[config.mk]
export PLATFORM = sky130hd
export DESIGN_NAME = if_fetch_unit
export DESIGN_NICKNAME = d
export VERILOG_FILES = /design/src/rtl/if_fetch_unit.sv
export SDC_FILE = /design/constraint.sdc
export NUM_CORES = 1
export LEC_CHECK = 0
export CAP_MARGIN = 20
export CORE_ASPECT_RATIO = 1.2
export CORE_UTILIZATION = 30
export CTS_CLUSTER_DIAMETER = 100
export DETAILED_ROUTE_END_ITERATION = 10
export PLACE_DENSITY = 0.55
export REMOVE_ABC_BUFFERS = 1
export SLEW_MARGIN = 10
export SYNTH_ARGS = -nofsm -noshare
export SYNTH_HDL_FRONTEND = slang
export SYNTH_SLANG_ARGS = --single-unit
[constraint.sdc]
create_clock -name clk -period 14.65 [get_ports clk]
set_clock_uncertainty 0.2 [all_clocks]
set_input_delay 3.6625 -clock clk [delete_from_list [all_inputs] [get_ports clk]]
set_output_delay 3.6625 -clock clk [all_outputs]
set_load 0.02 [all_outputs]
[src/rtl/if_fetch_unit.sv]
// -----------------------------------------------------------------------------
// if_fetch_unit
//
// Instruction-fetch stage. Issues word-aligned requests to instruction memory,
// forms IF/ID packets {pc+4, instr}, parks a returned instruction while the
// pipeline is stalled, and handles branch/jump redirects. A redirect while a
// memory request is still in flight drains that request, dropping its data,
// before fetching from the new target.
//
// Ports
//   clk          rising-edge clock
//   rst          asynchronous, active-high reset
//   stall        hazard hold: nothing may be written to IF/ID
//   redirect     one-cycle pulse, branch/jump taken
//   redirect_pc  redirect target (bits [1:0] ignored)
//   imem_req     instruction-memory request valid
//   imem_addr    fetch address of the outstanding request
//   imem_ack     memory returns imem_rdata this cycle
//   imem_rdata   instruction word, valid with imem_ack
//   ifid_data    IF/ID packet {pc_plus4, instr}, zero unless ifid_wr
//   ifid_wr      IF/ID write enable
//   ifid_flush   IF/ID clear (bubble insert)
//   fetch_count  packets issued since reset (wraps)
// -----------------------------------------------------------------------------
module if_fetch_unit #(
   parameter logic [31:0] RESET_PC = 32'h0000_3000
) (
   input  logic        clk,
   input  logic        rst,
   input  logic        stall,
   input  logic        redirect,
   input  logic [31:0] redirect_pc,
   output logic        imem_req,
   output logic [31:0] imem_addr,
   input  logic        imem_ack,
   input  logic [31:0] imem_rdata,
   output logic [63:0] ifid_data,
   output logic        ifid_wr,
   output logic        ifid_flush,
   output logic [31:0] fetch_count
);

   // FETCH: request at req_addr outstanding, data issued on ack.
   // HOLD : a returned instruction is parked in hold_buf behind a stall.
   // DRAIN: a redirect arrived while a request was in flight; wait for its
   //        ack and drop the data.
   typedef enum logic [1:0] {
      FETCH = 2'd0,
      HOLD  = 2'd1,
      DRAIN = 2'd2
   } state_t;

   state_t      state;
   state_t      state_nxt;
   logic [31:0] pc;
   logic [31:0] pc_nxt;
   logic [31:0] req_addr;
   logic [31:0] req_addr_nxt;
   logic [63:0] hold_buf;
   logic [63:0] hold_buf_nxt;
   logic        issue;
   logic [63:0] issue_data;
   logic        flush_req;

   logic [31:0] pc_plus4;
   logic [31:0] redirect_tgt;

   // Natural 32-bit addition gives the required wrap from 32'hFFFF_FFFC to 0.
   assign pc_plus4     = pc + 32'd4;
   assign redirect_tgt = {redirect_pc[31:2], 2'b00};

   // The low target bits are architecturally ignored.
   logic unused_redirect_bits;
   assign unused_redirect_bits = ^redirect_pc[1:0];

   // ---------------------------------------------------------------------------
   // Next-state and issue logic
   // ---------------------------------------------------------------------------
   always_comb begin
      // NOTE: every signal driven here gets a default first so no path through
      // the case statement can leave one unassigned and infer a latch.
      state_nxt    = state;
      pc_nxt       = pc;
      req_addr_nxt = req_addr;
      hold_buf_nxt = hold_buf;
      issue        = 1'b0;
      issue_data   = 64'd0;
      flush_req    = 1'b0;

      unique case (state)
         FETCH: begin
            if (redirect) begin
               // Redirect wins over ack and stall; any returned data is dropped.
               flush_req = 1'b1;
               pc_nxt    = redirect_tgt;
               if (imem_ack) begin
                  req_addr_nxt = redirect_tgt;
               end else begin
                  // Request still in flight: keep its address until it drains.
                  state_nxt = DRAIN;
               end
            end else if (imem_ack) begin
               if (!stall) begin
                  issue        = 1'b1;
                  issue_data   = {pc_plus4, imem_rdata};
                  pc_nxt       = pc_plus4;
                  req_addr_nxt = pc_plus4;
               end else begin
                  hold_buf_nxt = {pc_plus4, imem_rdata};
                  state_nxt    = HOLD;
               end
            end
         end

         HOLD: begin
            // No request is outstanding here, so imem_ack is not looked at.
            if (redirect) begin
               flush_req    = 1'b1;
               pc_nxt       = redirect_tgt;
               req_addr_nxt = redirect_tgt;
               state_nxt    = FETCH;
            end else if (!stall) begin
               issue        = 1'b1;
               issue_data   = hold_buf;
               pc_nxt       = pc_plus4;
               req_addr_nxt = pc_plus4;
               state_nxt    = FETCH;
            end
         end

         DRAIN: begin
            if (redirect) begin
               // A newer redirect only retargets pc; the old request still drains.
               flush_req = 1'b1;
               pc_nxt    = redirect_tgt;
            end
            if (imem_ack) begin
               // Drop the stale data and restart at the (possibly just updated) pc.
               req_addr_nxt = pc_nxt;
               state_nxt    = FETCH;
            end
         end

         default: begin
            state_nxt    = FETCH;
            req_addr_nxt = pc;
         end
      endcase
   end

   // ---------------------------------------------------------------------------
   // State registers
   // ---------------------------------------------------------------------------
   always_ff @(posedge clk or posedge rst) begin
      if (rst) begin
         state       <= FETCH;
         pc          <= RESET_PC;
         req_addr    <= RESET_PC;
         // NOTE: hold_buf is a plain register, not a memory, and is reset so a
         // packet parked before reset can never reappear afterwards.
         hold_buf    <= 64'd0;
         fetch_count <= 32'd0;
      end else begin
         // NOTE: sequential state uses non-blocking assignments so every
         // register samples the pre-edge values computed by the comb block.
         state       <= state_nxt;
         pc          <= pc_nxt;
         req_addr    <= req_addr_nxt;
         hold_buf    <= hold_buf_nxt;
         if (issue) begin
            fetch_count <= fetch_count + 32'd1;
         end
      end
   end

   // ---------------------------------------------------------------------------
   // Outputs
   // ---------------------------------------------------------------------------
   // Reset forces a bubble and suppresses any write; flush and write are
   // otherwise mutually exclusive because issue only happens without redirect.
   assign imem_req   = (state != HOLD);
   assign imem_addr  = req_addr;
   assign ifid_wr    = issue & ~rst;
   assign ifid_flush = flush_req | rst;
   assign ifid_data  = ifid_wr ? issue_data : 64'd0;

endmodule

**Word level (Yosys, flattened, before mapping)**

Index checks and enable logic that the tools add are counted.

- Word-level logic and storage cells: 62
- Flip-flop bits (word level): 162
- Output and inout bits: 131
- Input port bits: 69

- Equality and inequality tests: 9
- Add/sub/neg operators: 2
- Bitwise gates (word level): 4
- Muxes and demuxes: 35
- Reduce and logical (&&, ||, !) cells: 7

Operators by type and width:

| operator | count |
|---|---|
| $mux 64 | 6 |
| $mux 32 | 11 |
| $pmux 32 s3 | 2 |
| $pmux 64 s2 | 1 |
| $add 32x1->32 const B | 1 |
| $add 32x3->32 const B | 1 |
| $mux 2 | 7 |
| $ne 3x3->1 const B | 4 |
| $mux 1 | 6 |
| $pmux 2 s3 | 1 |
| $reduce_and 5->1 | 1 |
| $ne 2x2->1 const B | 2 |
| $reduce_and 2->1 | 2 |
| $reduce_and 4->1 | 1 |
| $reduce_bool 3->1 | 1 |
| $reduce_or 3->1 | 1 |
| $eq 2x1->1 const B | 1 |
| $eq 2x2->1 const B | 1 |
| $logic_not 2->1 | 1 |
| $ne 2x1->1 const B | 1 |
| $not 1->1 | 2 |
| $pmux 1 s2 | 1 |
| $and 1x1->1 | 1 |
| $or 1x1->1 | 1 |

**Logic depth before layout (Yosys ltp)**

Gate-level depths: netlist (run 1).

- Depth after elaboration: 6
- Gate-level depth with buffers: 8
- Mapped depth without buffers: 6

**Least setup slack after synthesis (run 1)**

Ideal clock, no wire load.

- Path kind: input port to output port
- Start: input port rst
- End: output port ifid_data[50]
- Path slack: 2302 ps
- Required time: 10788 ps
- Stages: 4
- Path buffers: 1
- Data arrival time: 8486 ps
- Path through: inv_1 nand2_1 clkbuf_1 o21ai_0

- Longest elaborated chain between the ends: 3

RTL lines:

| element | RTL line | RTL |
|---|---|---|
| from (decl) | 29 | `input logic rst,` |
| $not 1->1 | 183 | `assign ifid_wr = issue & ~rst;` |
| $and 1x1->1 | 183 |  |
| $mux 64 | 185 | `assign ifid_data = ifid_wr ? issue_data : 64'd0;` |
| to (decl) | 37 | `output logic [63:0] ifid_data,` |

No other way between the ends.

**Final worst setup path (run 1)**

- Start: input port redirect
- End: output port ifid_data[53]

- Longest elaborated chain between the ends: 4
- Elaborated cells between the ends (all ways): 8

RTL lines:

| element | RTL line | RTL |
|---|---|---|
| from (decl) | 31 | `input logic redirect,` |
| $mux 1 (on tied branches) | 117, 92 |  |
| $pmux 1 s2 | 90 | `unique case (state)` |
| $and 1x1->1 | 183 |  |
| $mux 64 (*) | 185 |  |

Mark *: on every way between the ends. The rest lies on a longest branch, timed or not.

==> flow_results.xml, run 1 <==
<?xml version="1.0" encoding="UTF-8"?>
<metrics>
  <group name="final_layout">
    <metric name="area_growth_syn_to_layout" unit="%">32.87</metric>
    <metric name="instances_no_fill" unit="">1550</metric>
    <metric name="final_common_cell" unit="">sky130_fd_sc_hd__clkdlybuf4s50_1</metric>
    <metric name="fraction_of_layout_cells_with_a_size_suffix_above_1" unit="">0.1035</metric>
    <metric name="mostFrequentLayoutCells" unit="">sky130_fd_sc_hd__clkdlybuf4s50_1, sky130_fd_sc_hd__dfrtp_1, sky130_fd_sc_hd__nand2_1</metric>
    <metric name="ff_latch_area" unit="um2">4059</metric>
    <metric name="fin_util" unit="">0.4056</metric>
    <metric name="area_of_the_multi_input_gates" unit="um2">4639</metric>
    <metric name="postLayoutCellArea" unit="um2">12010</metric>
    <metric name="final_net_count" unit="">1217</metric>
    <metric name="fillerInstances" unit="">2969</metric>
  </group>
  <group name="synthesis">
    <metric name="post_synth_mux_area_share" unit="">0.06754</metric>
    <metric name="syn-cell-area" unit="um2">9040</metric>
    <metric name="synth_compound_area_frac" unit="">0.1956</metric>
    <metric name="ys_async_sr_fraction" unit="">1.000</metric>
    <metric name="synth-edff-count" unit="">0</metric>
    <metric name="yosys_most_used_dff" unit="">sky130_fd_sc_hd__dfrtp_1</metric>
    <metric name="yosys.area_share.xor_xnor" unit="">0.05329</metric>
    <metric name="yosys_warnings" unit="">0</metric>
    <metric name="ys_ff_latch" unit="">162</metric>
    <metric name="postSynthCellCount" unit="">994</metric>
    <metric name="synth_unique_cells" unit="">70</metric>
    <metric name="post_synth_fa_ha_maj_area_fraction" unit="">0.002768</metric>
    <metric name="main_combinational_cell_family_by_area_after_synthesis" unit="">compound AO/OA/AOI/OAI gates</metric>
    <metric name="simple_gate_fraction_of_synth_area" unit="">0.1896</metric>
    <metric name="yosysSeqAreaShare" unit="">0.4490</metric>
    <metric name="syn_area_per_cell" unit="um2">9.094</metric>
  </group>
  <group name="job">
    <metric name="max-cap-violations" unit="">0</metric>
  </group>
  <group name="power">
    <metric name="pwr-share-seq" unit="">0.430</metric>
    <metric name="net-switching-power" unit="mW">0.4165</metric>
    <metric name="pwr-share-clk" unit="">0.359</metric>
    <metric name="static-leakage-power" unit="nW">4.646</metric>
    <metric name="cellInternalPower" unit="mW">0.9657</metric>
    <metric name="cellPowerDensity" unit="nW/um2">115.1</metric>
    <metric name="power.combinational.fraction" unit="">0.211</metric>
    <metric name="power.total" unit="mW">1.382</metric>
    <metric name="worst_ir_drop_vdd" unit="uV">65.76</metric>
    <metric name="switching_power_as_a_share_of_total_power" unit="">0.3013</metric>
  </group>
  <group name="sta">
    <metric name="timing.final.hold_violations" unit="">0</metric>
    <metric name="worst_hold_slack" unit="ps">275.6</metric>
    <metric name="setup-tns-final" unit="ps">0</metric>
    <metric name="setup_ws_final" unit="ps">3792</metric>
    <metric name="timing.final.crit_period" unit="ps">10860</metric>
    <metric name="timing_worst_slew_pin_value" unit="ps">1086</metric>
    <metric name="timing.fmax" unit="GHz">0.09210</metric>
    <metric name="rsz0062_at_grt" unit="">no</metric>
    <metric name="max_slew_margin_vs_limit" unit="">0.2733</metric>
    <metric name="count_of_final_setup_violators" unit="">0</metric>
    <metric name="fin_crit_sh" unit="">0.7412</metric>
    <metric name="slew_violations" unit="">0</metric>
  </group>
  <group name="place">
    <metric name="portBuffers" unit="">197</metric>
    <metric name="placed_cells" unit="">1515</metric>
    <metric name="placer_s_final_routability_congestion_estimate" unit="">0.8339</metric>
    <metric name="dp_hpwl" unit="um">19720</metric>
    <metric name="dpl-instance-area" unit="um2">11340</metric>
    <metric name="setup_slack_placement" unit="ps">3691</metric>
  </group>
  <group name="min_path">
    <metric name="min_path_type" unit="">register to register</metric>
  </group>
  <group name="clock_network">
    <metric name="cts_resized" unit="">0</metric>
    <metric name="hold_buf_count_cts" unit="">0</metric>
    <metric name="cts_buffer_depth" unit="">2</metric>
    <metric name="clock_pin_slew_reported_for_the_worst_setup_and_hold_paths_after_clock_tree_synthesis" unit="ps">60</metric>
    <metric name="cts_tree" unit="">yes</metric>
    <metric name="cts_made_buffers" unit="">17</metric>
    <metric name="cts_max_level" unit="">4</metric>
    <metric name="insertion_delay" unit="ps">440</metric>
    <metric name="post-cts-setup-buffers" unit="">0</metric>
    <metric name="clock_tree.root_cell" unit="">sky130_fd_sc_hd__clkbuf_16</metric>
    <metric name="cts.sinks" unit="">162</metric>
  </group>
  <group name="detailed_routing">
    <metric name="ant_nets" unit="">0</metric>
    <metric name="viasPerCell" unit="">5.282</metric>
    <metric name="route.detailed.drc" unit="">0</metric>
    <metric name="drtIter0Drc" unit="">681</metric>
    <metric name="drt-pass1-iter-count" unit="">5</metric>
    <metric name="num_vias" unit="">8187</metric>
    <metric name="wl" unit="um">29660</metric>
    <metric name="drt-wirelength-per-cell" unit="um">19.13</metric>
  </group>
  <group name="floorplanning">
    <metric name="effective_utilization_at_floorplan" unit="">0.3053</metric>
    <metric name="core.rowCount" unit="">69</metric>
    <metric name="fp.dieW" unit="um">160.5</metric>
    <metric name="io_pins" unit="">200</metric>
    <metric name="die_height" unit="um">192.2</metric>
    <metric name="fp.coreArea" unit="um2">29610</metric>
    <metric name="die_area" unit="um2">30830</metric>
  </group>
  <group name="critical_path">
    <metric name="critical_path.endpoint_type" unit="">primary output</metric>
    <metric name="worstSetupPathType" unit="">input pin to primary output</metric>
    <metric name="critical_path_peak_fanout" unit="">43</metric>
    <metric name="worstPathRequired" unit="ps">10790</metric>
    <metric name="worstSetupStartpointType" unit="">input pin</metric>
    <metric name="arrival_time_of_data_at_the_critical_path_endpoint" unit="ps">7000</metric>
  </group>
  <group name="global_routing">
    <metric name="global_route.usage.met3" unit="">0.03412</metric>
    <metric name="global_route.peak_usage_layer" unit="">met2</metric>
    <metric name="global_route.usage.met1" unit="">0.2571</metric>
    <metric name="gr-usage-all-layers" unit="">0.1947</metric>
    <metric name="grt_start_max_net_pins" unit="">94</metric>
    <metric name="grt_pass1_vias" unit="">7669</metric>
    <metric name="grt.overflow.total" unit="">0</metric>
    <metric name="first_pass_grt_wire_length" unit="um">45860</metric>
    <metric name="initial_antenna_violation_count" unit="">1</metric>
    <metric name="global_routing_met2_resource_utilization" unit="">0.3218</metric>
  </group>
  <group name="run_status">
    <metric name="run_status" unit="">finished, final reports clean</metric>
  </group>
</metrics>
[cells by family after synthesis]
logic type / Yosys count
and+or+nand+nor: 359
AOI/OAI and AO/OA: 267
DFF: 162
buffers and inverters: 94
xor gates and xnor gates: 55
muxes: 55
adders and majority gates: 2
[sequential cells by signal (all words and copies together), names as in the netlist]
register and cells:
imem_addr 32, hold_buf 64, fetch_count 32, state 2, pc 32
[layer usage]
metal | part of all wire | wire (um)
met1 | 0.44 | 12970
met2 | 0.48 | 14380
met3 | 0.059 | 1745
met4 | 0.019 | 570
met5 | 0 | 0
[worst max-delay path, stage by stage]
cell and delay [ps]:
sky130_fd_sc_hd__clkdlybuf4s50_1 400, sky130_fd_sc_hd__buf_4 270, sky130_fd_sc_hd__or3_1 510, sky130_fd_sc_hd__nor2b_4 450, sky130_fd_sc_hd__nand2_1 570, sky130_fd_sc_hd__o21ai_0 440
sky130_fd_sc_hd__clkdlybuf4s50_1 660
[area by class of cell]
| type | count | share of cell area |
|---|---|---|
| repair buffers | 215 | 0.1773 |
| flip-flops and latches | 162 | 0.3379 |
| well taps | 390 | 0.04063 |
| diodes | 1 | 0.0002083 |
| clock buffers | 19 | 0.03604 |
| inverters | 12 | 0.004167 |
| clock inverters | 13 | 0.01750 |
| multi-input cells | 738 | 0.3863 |
[power by group through the flow]
stage / sequential [mW] / combinational (mW) / clock (mW)
2_1_floorplan: 0.613 / 0.146 / 0
3_3_place_gp: 0.600 / 0.290 / 0
3_5_place_dp: 0.602 / 0.294 / 0
4_1_cts: 0.594 / 0.295 / 0.511
5_1_grt: 0.607 / 0.320 / 0.527
6_report: 0.595 / 0.292 / 0.496
[Yosys cell counts (3+ instances only)]
library cell,n,area [um2]
sky130_fd_sc_hd__o211ai_1,3,22.52
sky130_fd_sc_hd__nand4_1,20,125.1
sky130_fd_sc_hd__xnor2_1,31,271.5
sky130_fd_sc_hd__mux2i_1,7,70.07
sky130_fd_sc_hd__and3_1,16,100.1
sky130_fd_sc_hd__o31ai_1,3,22.52
sky130_fd_sc_hd__o311ai_0,5,43.79
sky130_fd_sc_hd__a31oi_1,12,75.07
sky130_fd_sc_hd__buf_2,4,20.02
sky130_fd_sc_hd__dfrtp_1,158,3954
sky130_fd_sc_hd__nand2_1,112,420.4
sky130_fd_sc_hd__inv_1,11,41.29
sky130_fd_sc_hd__nand2b_1,3,18.77
sky130_fd_sc_hd__a21o_1,3,22.52
sky130_fd_sc_hd__a32oi_1,4,35.03
sky130_fd_sc_hd__or3_1,8,50.05
sky130_fd_sc_hd__a21oi_1,40,200.2
sky130_fd_sc_hd__buf_1,10,37.54
sky130_fd_sc_hd__nor4_1,9,56.30
sky130_fd_sc_hd__o22a_1,3,26.28
sky130_fd_sc_hd__nor3_1,16,80.08
sky130_fd_sc_hd__a22oi_1,56,420.4
sky130_fd_sc_hd__mux2_2,48,540.5
sky130_fd_sc_hd__o21ai_0,75,375.4
sky130_fd_sc_hd__a21boi_0,4,30.03
sky130_fd_sc_hd__nand3_1,35,175.2
sky130_fd_sc_hd__a211oi_1,5,37.54
sky130_fd_sc_hd__xor2_1,24,210.2
sky130_fd_sc_hd__nor2b_1,5,31.28
sky130_fd_sc_hd__o221ai_1,7,61.31
sky130_fd_sc_hd__and4_1,8,70.07
sky130_fd_sc_hd__and2_1,5,31.28
sky130_fd_sc_hd__a221o_1,6,60.06
sky130_fd_sc_hd__o22ai_1,7,43.79
sky130_fd_sc_hd__dfstp_2,4,105.1
sky130_fd_sc_hd__nor2_1,109,409.1
sky130_fd_sc_hd__a22o_1,3,26.28
sky130_fd_sc_hd__a221oi_1,7,61.31
sky130_fd_sc_hd__clkbuf_1,63,236.5
[path summary, 6_finish.rpt]
check	to	start	slack [ps]	depth (start not counted)
max in group asynchronous	pc[15]	rst	8980	3
hold / removal	imem_addr[14]	imem_addr[14]	280	1
hold reg to reg	imem_addr[14]	imem_addr[14]	280	1
setup reg to reg	imem_addr[31]	state[1]	11740	8
setup / recovery	ifid_data[53]	redirect	3790	7
min in group asynchronous	imem_addr[6]	rst	3690	2
Power figures use the tool's default switching activity.
==> run 2: changes to the inputs <==
clock period = 11.35 ns   (was 14.65 ns; I/O delays follow)
==> run 2 against run 1 <==
Combinational power grew 29%. Non-clock buffer count grew 3. Routed wire length grew 0.40%. Clock-buffer cell count grew 1. Cell count grew 0.13%. Die area is the same. Register-to-register slack lost 3600 ps. Sequential share of layout area grew 0.074 points. Utilization shrank 0.089 points. Via count grew 0.72%. Hold slack gained 2.6 ps. Flip-flop and latch count is the same.
==> flow_results.xml, run 2 (synthesized netlist as in run 1, its figures left out) <==
<?xml version="1.0" encoding="UTF-8"?>
<metrics>
  <group name="place">
    <metric name="placer_s_final_routability_congestion_estimate" unit="">0.8250</metric>
    <metric name="setup_slack_placement" unit="ps">2368</metric>
    <metric name="placed_cells" unit="">1518</metric>
    <metric name="portBuffers" unit="">197</metric>
    <metric name="dp_hpwl" unit="um">20120</metric>
  </group>
  <group name="global_routing">
    <metric name="gr-usage-all-layers" unit="">0.1947</metric>
    <metric name="grt.overflow.total" unit="">0</metric>
    <metric name="first_pass_grt_wire_length" unit="um">46540</metric>
    <metric name="initial_antenna_violation_count" unit="">0</metric>
    <metric name="grt_pass1_vias" unit="">7930</metric>
    <metric name="grt_start_max_net_pins" unit="">68</metric>
  </group>
  <group name="detailed_routing">
    <metric name="route.detailed.drc" unit="">0</metric>
    <metric name="ant_nets" unit="">0</metric>
    <metric name="wl" unit="um">29780</metric>
    <metric name="num_vias" unit="">8246</metric>
    <metric name="drt-wirelength-per-cell" unit="um">19.19</metric>
    <metric name="drt-pass1-iter-count" unit="">5</metric>
    <metric name="viasPerCell" unit="">5.313</metric>
    <metric name="drtIter0Drc" unit="">556</metric>
  </group>
  <group name="sta">
    <metric name="rsz0062_at_grt" unit="">no</metric>
    <metric name="setup-tns-final" unit="ps">0</metric>
    <metric name="timing_worst_slew_pin_value" unit="ps">1000</metric>
    <metric name="count_of_final_setup_violators" unit="">0</metric>
    <metric name="setup_ws_final" unit="ps">2440</metric>
    <metric name="timing.fmax" unit="GHz">0.1122</metric>
    <metric name="max_slew_margin_vs_limit" unit="">0.3281</metric>
    <metric name="timing.final.hold_violations" unit="">0</metric>
    <metric name="timing.final.crit_period" unit="ps">8910</metric>
    <metric name="slew_violations" unit="">0</metric>
    <metric name="fin_crit_sh" unit="">0.7850</metric>
    <metric name="worst_hold_slack" unit="ps">278.2</metric>
  </group>
  <group name="critical_path">
    <metric name="worstSetupStartpointType" unit="">input pin</metric>
    <metric name="critical_path.endpoint_type" unit="">primary output</metric>
    <metric name="worstSetupPathType" unit="">input pin to primary output</metric>
    <metric name="cp_slowest_stage_delay" unit="ps">640</metric>
    <metric name="arrival_time_of_data_at_the_critical_path_endpoint" unit="ps">5870</metric>
    <metric name="critical_path.cell_chain" unit="">clkdlybuf4s50_1 &gt; buf_4 &gt; or3_1 &gt; nor2_4 &gt; buf_4 &gt; a22oi_1 &gt; nor2_1 &gt; clkdlybuf4s50_1</metric>
    <metric name="timing.critical_path.max_delay_family" unit="">buffers and inverters</metric>
    <metric name="worstPathRequired" unit="ps">8310</metric>
    <metric name="cpMaxStageDelayCell" unit="">sky130_fd_sc_hd__clkdlybuf4s50_1</metric>
    <metric name="critical_path_peak_fanout" unit="">31</metric>
    <metric name="critical_path_buf_inv_count" unit="">4</metric>
  </group>
  <group name="floorplanning">
    <metric name="effective_utilization_at_floorplan" unit="">0.3053</metric>
    <metric name="die_height" unit="um">192.2</metric>
    <metric name="fp.dieW" unit="um">160.5</metric>
    <metric name="io_pins" unit="">200</metric>
    <metric name="die_area" unit="um2">30830</metric>
    <metric name="core.rowCount" unit="">69</metric>
    <metric name="fp.coreArea" unit="um2">29610</metric>
  </group>
  <group name="clock_network">
    <metric name="cts_tree" unit="">yes</metric>
    <metric name="clock_tree.root_cell" unit="">sky130_fd_sc_hd__clkbuf_16</metric>
    <metric name="cts.sinks" unit="">162</metric>
    <metric name="cts_buffer_depth" unit="">2</metric>
    <metric name="cts_made_buffers" unit="">17</metric>
    <metric name="insertion_delay" unit="ps">430</metric>
    <metric name="cts_max_level" unit="">4</metric>
    <metric name="cts_resized" unit="">0</metric>
    <metric name="hold_buf_count_cts" unit="">0</metric>
    <metric name="post-cts-setup-buffers" unit="">0</metric>
    <metric name="clock_pin_slew_reported_for_the_worst_setup_and_hold_paths_after_clock_tree_synthesis" unit="ps">60</metric>
  </group>
  <group name="final_layout">
    <metric name="final_net_count" unit="">1220</metric>
    <metric name="fraction_of_layout_cells_with_a_size_suffix_above_1" unit="">0.1059</metric>
    <metric name="mostFrequentLayoutCells" unit="">sky130_fd_sc_hd__clkdlybuf4s50_1, sky130_fd_sc_hd__dfrtp_1, sky130_fd_sc_hd__nand2_1</metric>
    <metric name="final_common_cell" unit="">sky130_fd_sc_hd__clkdlybuf4s50_1</metric>
    <metric name="area_of_the_multi_input_gates" unit="um2">4639</metric>
    <metric name="largest_reg_flops" unit="">64</metric>
    <metric name="fillerInstances" unit="">2939</metric>
    <metric name="top_register_by_number_of_flip_flops" unit="">hold_buf</metric>
    <metric name="ff_latch_area" unit="um2">4059</metric>
    <metric name="instances_no_fill" unit="">1552</metric>
    <metric name="area_growth_syn_to_layout" unit="%">32.58</metric>
  </group>
  <group name="job">
    <metric name="max-cap-violations" unit="">0</metric>
  </group>
  <group name="power">
    <metric name="static-leakage-power" unit="nW">4.635</metric>
    <metric name="power.total" unit="mW">1.729</metric>
    <metric name="cellPowerDensity" unit="nW/um2">144.3</metric>
    <metric name="worst_ir_drop_vdd" unit="uV">83.38</metric>
  </group>
  <group name="run_status">
    <metric name="run_status" unit="">finished, final reports clean</metric>
  </group>
  <group name="min_path">
    <metric name="min_path_type" unit="">register to register</metric>
  </group>
</metrics>
run 2: layout make-up:
| cell class | count | area share |
|---|---|---|
| Antenna cell | 1 | 0.0002088 |
| Clock buffer | 20 | 0.03810 |
| Clock inverter | 11 | 0.01086 |
| Inverter | 12 | 0.004176 |
| Multi-Input combinational cell | 738 | 0.3871 |
| Sequential cell | 162 | 0.3387 |
| Tap cell | 390 | 0.04071 |
| Timing Repair Buffer | 218 | 0.1802 |
run 2: power by group:
part	internal (mW)	leakage [nW]	switching (mW)
registers	0.680	2.01	0.0903
logic	0.176	2.35	0.199
clock network	0.336	0.275	0.246
run 2: final timing paths:
kind                         startpoint               to  slack [ps]  depth (start not counted)
max in group asynchronous           rst  fetch_count[12]        6310                          4
hold / removal             imem_addr[2]     imem_addr[2]         280                          2
hold reg to reg            imem_addr[2]     imem_addr[2]         280                          2
setup / recovery               redirect    ifid_data[41]        2440                          8
setup reg to reg               state[1]    imem_addr[31]        8100                          7
min in group asynchronous           rst     hold_buf[39]        2690                          2
run 2: through the flow:
step	util	area (um2)
after detailed placement	0.3840	11370
after global placement	0.3831	11340
after global routing	0.4047	11980
after CTS	0.4038	11960
final	0.4047	11990
after floorplan	-	8703
run 2: metal layers:
metal	track usage	routed length, um	up-vias
met4	0.07619	759	0
met5	0	0	-
met1	0.2558	13330	4028
met2	0.3202	14270	245
li1	-	-	3931
met3	0.03045	1419	42
run 2: worst register-to-register path: stages (launching register included):
cell                       delay [ps]
sky130_fd_sc_hd__dfrtp_1          890
sky130_fd_sc_hd__nor2_2           140
sky130_fd_sc_hd__buf_4            290
sky130_fd_sc_hd__a21oi_2          680
sky130_fd_sc_hd__buf_4            370
sky130_fd_sc_hd__o21ai_0          140
sky130_fd_sc_hd__or2_2            300
sky130_fd_sc_hd__o221ai_1         170
==> run 3: changes to the inputs <==
PLACE_DENSITY = 0.57   (was 0.55)
clock period = 7.45 ns   (was 11.35 ns; I/O delays follow)
==> run 3 against run 2 <==
Sequential share of layout area about the same. Hold slack worse by 2.3 ps. Critical endpoint is now ifid_data[50]. Sequential power up 52%.
==> flow_results.xml, run 3 (synthesized netlist as in run 1, its figures left out) <==
<?xml version="1.0" encoding="UTF-8"?>
<metrics>
  <group name="global_routing">
    <metric name="grt_start_max_net_pins" unit="">68</metric>
    <metric name="gr-usage-all-layers" unit="">0.1990</metric>
    <metric name="grt.overflow.total" unit="">0</metric>
    <metric name="first_pass_grt_wire_length" unit="um">47130</metric>
    <metric name="initial_antenna_violation_count" unit="">0</metric>
    <metric name="grt_pass1_vias" unit="">8032</metric>
  </group>
  <group name="detailed_routing">
    <metric name="drt-wirelength-per-cell" unit="um">19.31</metric>
    <metric name="viasPerCell" unit="">5.336</metric>
    <metric name="route.detailed.drc" unit="">0</metric>
    <metric name="drtIter0Drc" unit="">637</metric>
    <metric name="drt-pass1-iter-count" unit="">6</metric>
    <metric name="ant_nets" unit="">0</metric>
    <metric name="num_vias" unit="">8276</metric>
    <metric name="wl" unit="um">29950</metric>
  </group>
  <group name="floorplanning">
    <metric name="io_pins" unit="">200</metric>
    <metric name="die_area" unit="um2">30830</metric>
    <metric name="fp.coreArea" unit="um2">29610</metric>
    <metric name="core.rowCount" unit="">69</metric>
    <metric name="fp.dieW" unit="um">160.5</metric>
    <metric name="effective_utilization_at_floorplan" unit="">0.3053</metric>
    <metric name="die_height" unit="um">192.2</metric>
  </group>
  <group name="critical_path">
    <metric name="critical_path_buf_inv_count" unit="">2</metric>
    <metric name="timing.critical_path.max_delay_family" unit="">buffers and inverters</metric>
    <metric name="cp_slowest_stage_delay" unit="ps">680</metric>
    <metric name="critical_path_peak_fanout" unit="">17</metric>
    <metric name="critical_path.cell_chain" unit="">clkdlybuf4s50_1 &gt; or3_1 &gt; nor2b_4 &gt; nand2_1 &gt; o21ai_0 &gt; clkdlybuf4s50_1</metric>
    <metric name="critical_path.endpoint_type" unit="">primary output</metric>
    <metric name="cpMaxStageDelayCell" unit="">sky130_fd_sc_hd__clkdlybuf4s50_1</metric>
    <metric name="worstSetupPathType" unit="">input pin to primary output</metric>
    <metric name="worstPathRequired" unit="ps">5390</metric>
    <metric name="worstSetupStartpointType" unit="">input pin</metric>
    <metric name="arrival_time_of_data_at_the_critical_path_endpoint" unit="ps">4870</metric>
    <metric name="crit_path_frequent_cell" unit="">sky130_fd_sc_hd__clkdlybuf4s50_1</metric>
  </group>
  <group name="clock_network">
    <metric name="insertion_delay" unit="ps">440</metric>
    <metric name="clock_pin_slew_reported_for_the_worst_setup_and_hold_paths_after_clock_tree_synthesis" unit="ps">60</metric>
    <metric name="cts_max_level" unit="">4</metric>
    <metric name="cts_buffer_depth" unit="">2</metric>
    <metric name="clock_tree.root_cell" unit="">sky130_fd_sc_hd__clkbuf_16</metric>
    <metric name="post-cts-setup-buffers" unit="">0</metric>
    <metric name="cts_resized" unit="">0</metric>
    <metric name="cts.sinks" unit="">162</metric>
    <metric name="hold_buf_count_cts" unit="">0</metric>
    <metric name="cts_made_buffers" unit="">17</metric>
    <metric name="cts_tree" unit="">yes</metric>
  </group>
  <group name="sta">
    <metric name="timing.final.crit_period" unit="ps">6935</metric>
    <metric name="count_of_final_setup_violators" unit="">0</metric>
    <metric name="max_slew_margin_vs_limit" unit="">0.1992</metric>
    <metric name="setup-tns-final" unit="ps">0</metric>
    <metric name="setup_ws_final" unit="ps">515.0</metric>
    <metric name="rsz0062_at_grt" unit="">no</metric>
    <metric name="timing_worst_slew_pin_value" unit="ps">1191</metric>
    <metric name="timing.final.hold_violations" unit="">0</metric>
    <metric name="slew_violations" unit="">0</metric>
    <metric name="fin_crit_sh" unit="">0.9309</metric>
    <metric name="timing.fmax" unit="GHz">0.1442</metric>
  </group>
  <group name="final_layout">
    <metric name="ff_latch_area" unit="um2">4059</metric>
    <metric name="instances_no_fill" unit="">1551</metric>
    <metric name="area_of_the_multi_input_gates" unit="um2">4639</metric>
    <metric name="antenna_cells" unit="">0</metric>
    <metric name="top_register_by_number_of_flip_flops" unit="">hold_buf</metric>
    <metric name="final_net_count" unit="">1220</metric>
    <metric name="final_common_cell" unit="">sky130_fd_sc_hd__clkdlybuf4s50_1</metric>
    <metric name="fillerInstances" unit="">2976</metric>
    <metric name="largest_reg_flops" unit="">64</metric>
    <metric name="area_growth_syn_to_layout" unit="%">32.71</metric>
    <metric name="mostFrequentLayoutCells" unit="">sky130_fd_sc_hd__clkdlybuf4s50_1, sky130_fd_sc_hd__dfrtp_1, sky130_fd_sc_hd__nand2_1</metric>
    <metric name="fraction_of_layout_cells_with_a_size_suffix_above_1" unit="">0.1051</metric>
  </group>
  <group name="power">
    <metric name="static-leakage-power" unit="nW">4.644</metric>
    <metric name="cellPowerDensity" unit="nW/um2">224.3</metric>
    <metric name="worst_ir_drop_vdd" unit="uV">110.5</metric>
    <metric name="pwr-share-clk" unit="">0.350</metric>
    <metric name="pwr-share-seq" unit="">0.435</metric>
    <metric name="cellInternalPower" unit="mW">1.879</metric>
    <metric name="power.combinational.fraction" unit="">0.215</metric>
    <metric name="switching_power_as_a_share_of_total_power" unit="">0.3015</metric>
    <metric name="net-switching-power" unit="mW">0.8112</metric>
    <metric name="power.total" unit="mW">2.691</metric>
  </group>
  <group name="job">
    <metric name="max-cap-violations" unit="">0</metric>
  </group>
  <group name="run_status">
    <metric name="run_status" unit="">finished, final reports clean</metric>
  </group>
  <group name="place">
    <metric name="setup_slack_placement" unit="ps">526.0</metric>
    <metric name="portBuffers" unit="">197</metric>
    <metric name="placer_s_final_routability_congestion_estimate" unit="">0.8534</metric>
    <metric name="dp_hpwl" unit="um">20270</metric>
    <metric name="placed_cells" unit="">1520</metric>
  </group>
  <group name="min_path">
    <metric name="min_path_type" unit="">register to register</metric>
  </group>
</metrics>
run 3: worst paths after layout:
| kind | startpoint | endpoint | slack, ps | cells after the start |
|---|---|---|---|---|
| max | redirect | ifid_data[50] | 510 | 6 |
| min | imem_addr[16] | imem_addr[16] | 280 | 2 |
| max reg2reg | state[1] | pc[9] | 4010 | 7 |
| min reg2reg | imem_addr[16] | imem_addr[16] | 280 | 2 |
| max in group asynchronous | rst | hold_buf[20] | 3330 | 4 |
| min in group asynchronous | rst | pc[19] | 1690 | 2 |
run 3: routing by layer:
metal	GRT usage	vias up	part of all wire
li1	-	3926	-
met1	0.2553	3990	0.43
met2	0.3230	306	0.47
met3	0.03390	54	0.057
met4	0.09927	0	0.039
met5	0	-	0
run 3: stage by stage:
stage / hold WS (ps) / instance area (um2) / utilization
after floorplan: 249.5 / 8703 / -
after global placement: 262.4 / 11380 / 0.3842
after detailed placement: 269.7 / 11380 / 0.3842
after CTS: 283.2 / 12000 / 0.4051
after global routing: 307.9 / 12000 / 0.4051
final: 275.9 / 12000 / 0.4051
run 3: power by group through the flow:
stage	Sequential [mW]	Clock [mW]	Combinational, mW
6_report	1.17	0.942	0.578
5_1_grt	1.20	1.00	0.633
4_1_cts	1.17	0.968	0.584
3_5_place_dp	1.19	0	0.580
3_3_place_gp	1.18	0	0.574
2_1_floorplan	1.21	0	0.286
run 3: layout make-up:
cell class,instances,area share
Clock buffer,21,0.03838
Sequential cell,162,0.3383
Multi-Input combinational cell,738,0.3867
Clock inverter,10,0.01314
Inverter,12,0.004172
Timing Repair Buffer,218,0.1786
Tap cell,390,0.04068
run 3: worst min-delay path, delay by kind of cell (launching register included):
kind            cells  cell delay, ps
simple gates        1              50
compound gates      1              60
flops               1             340
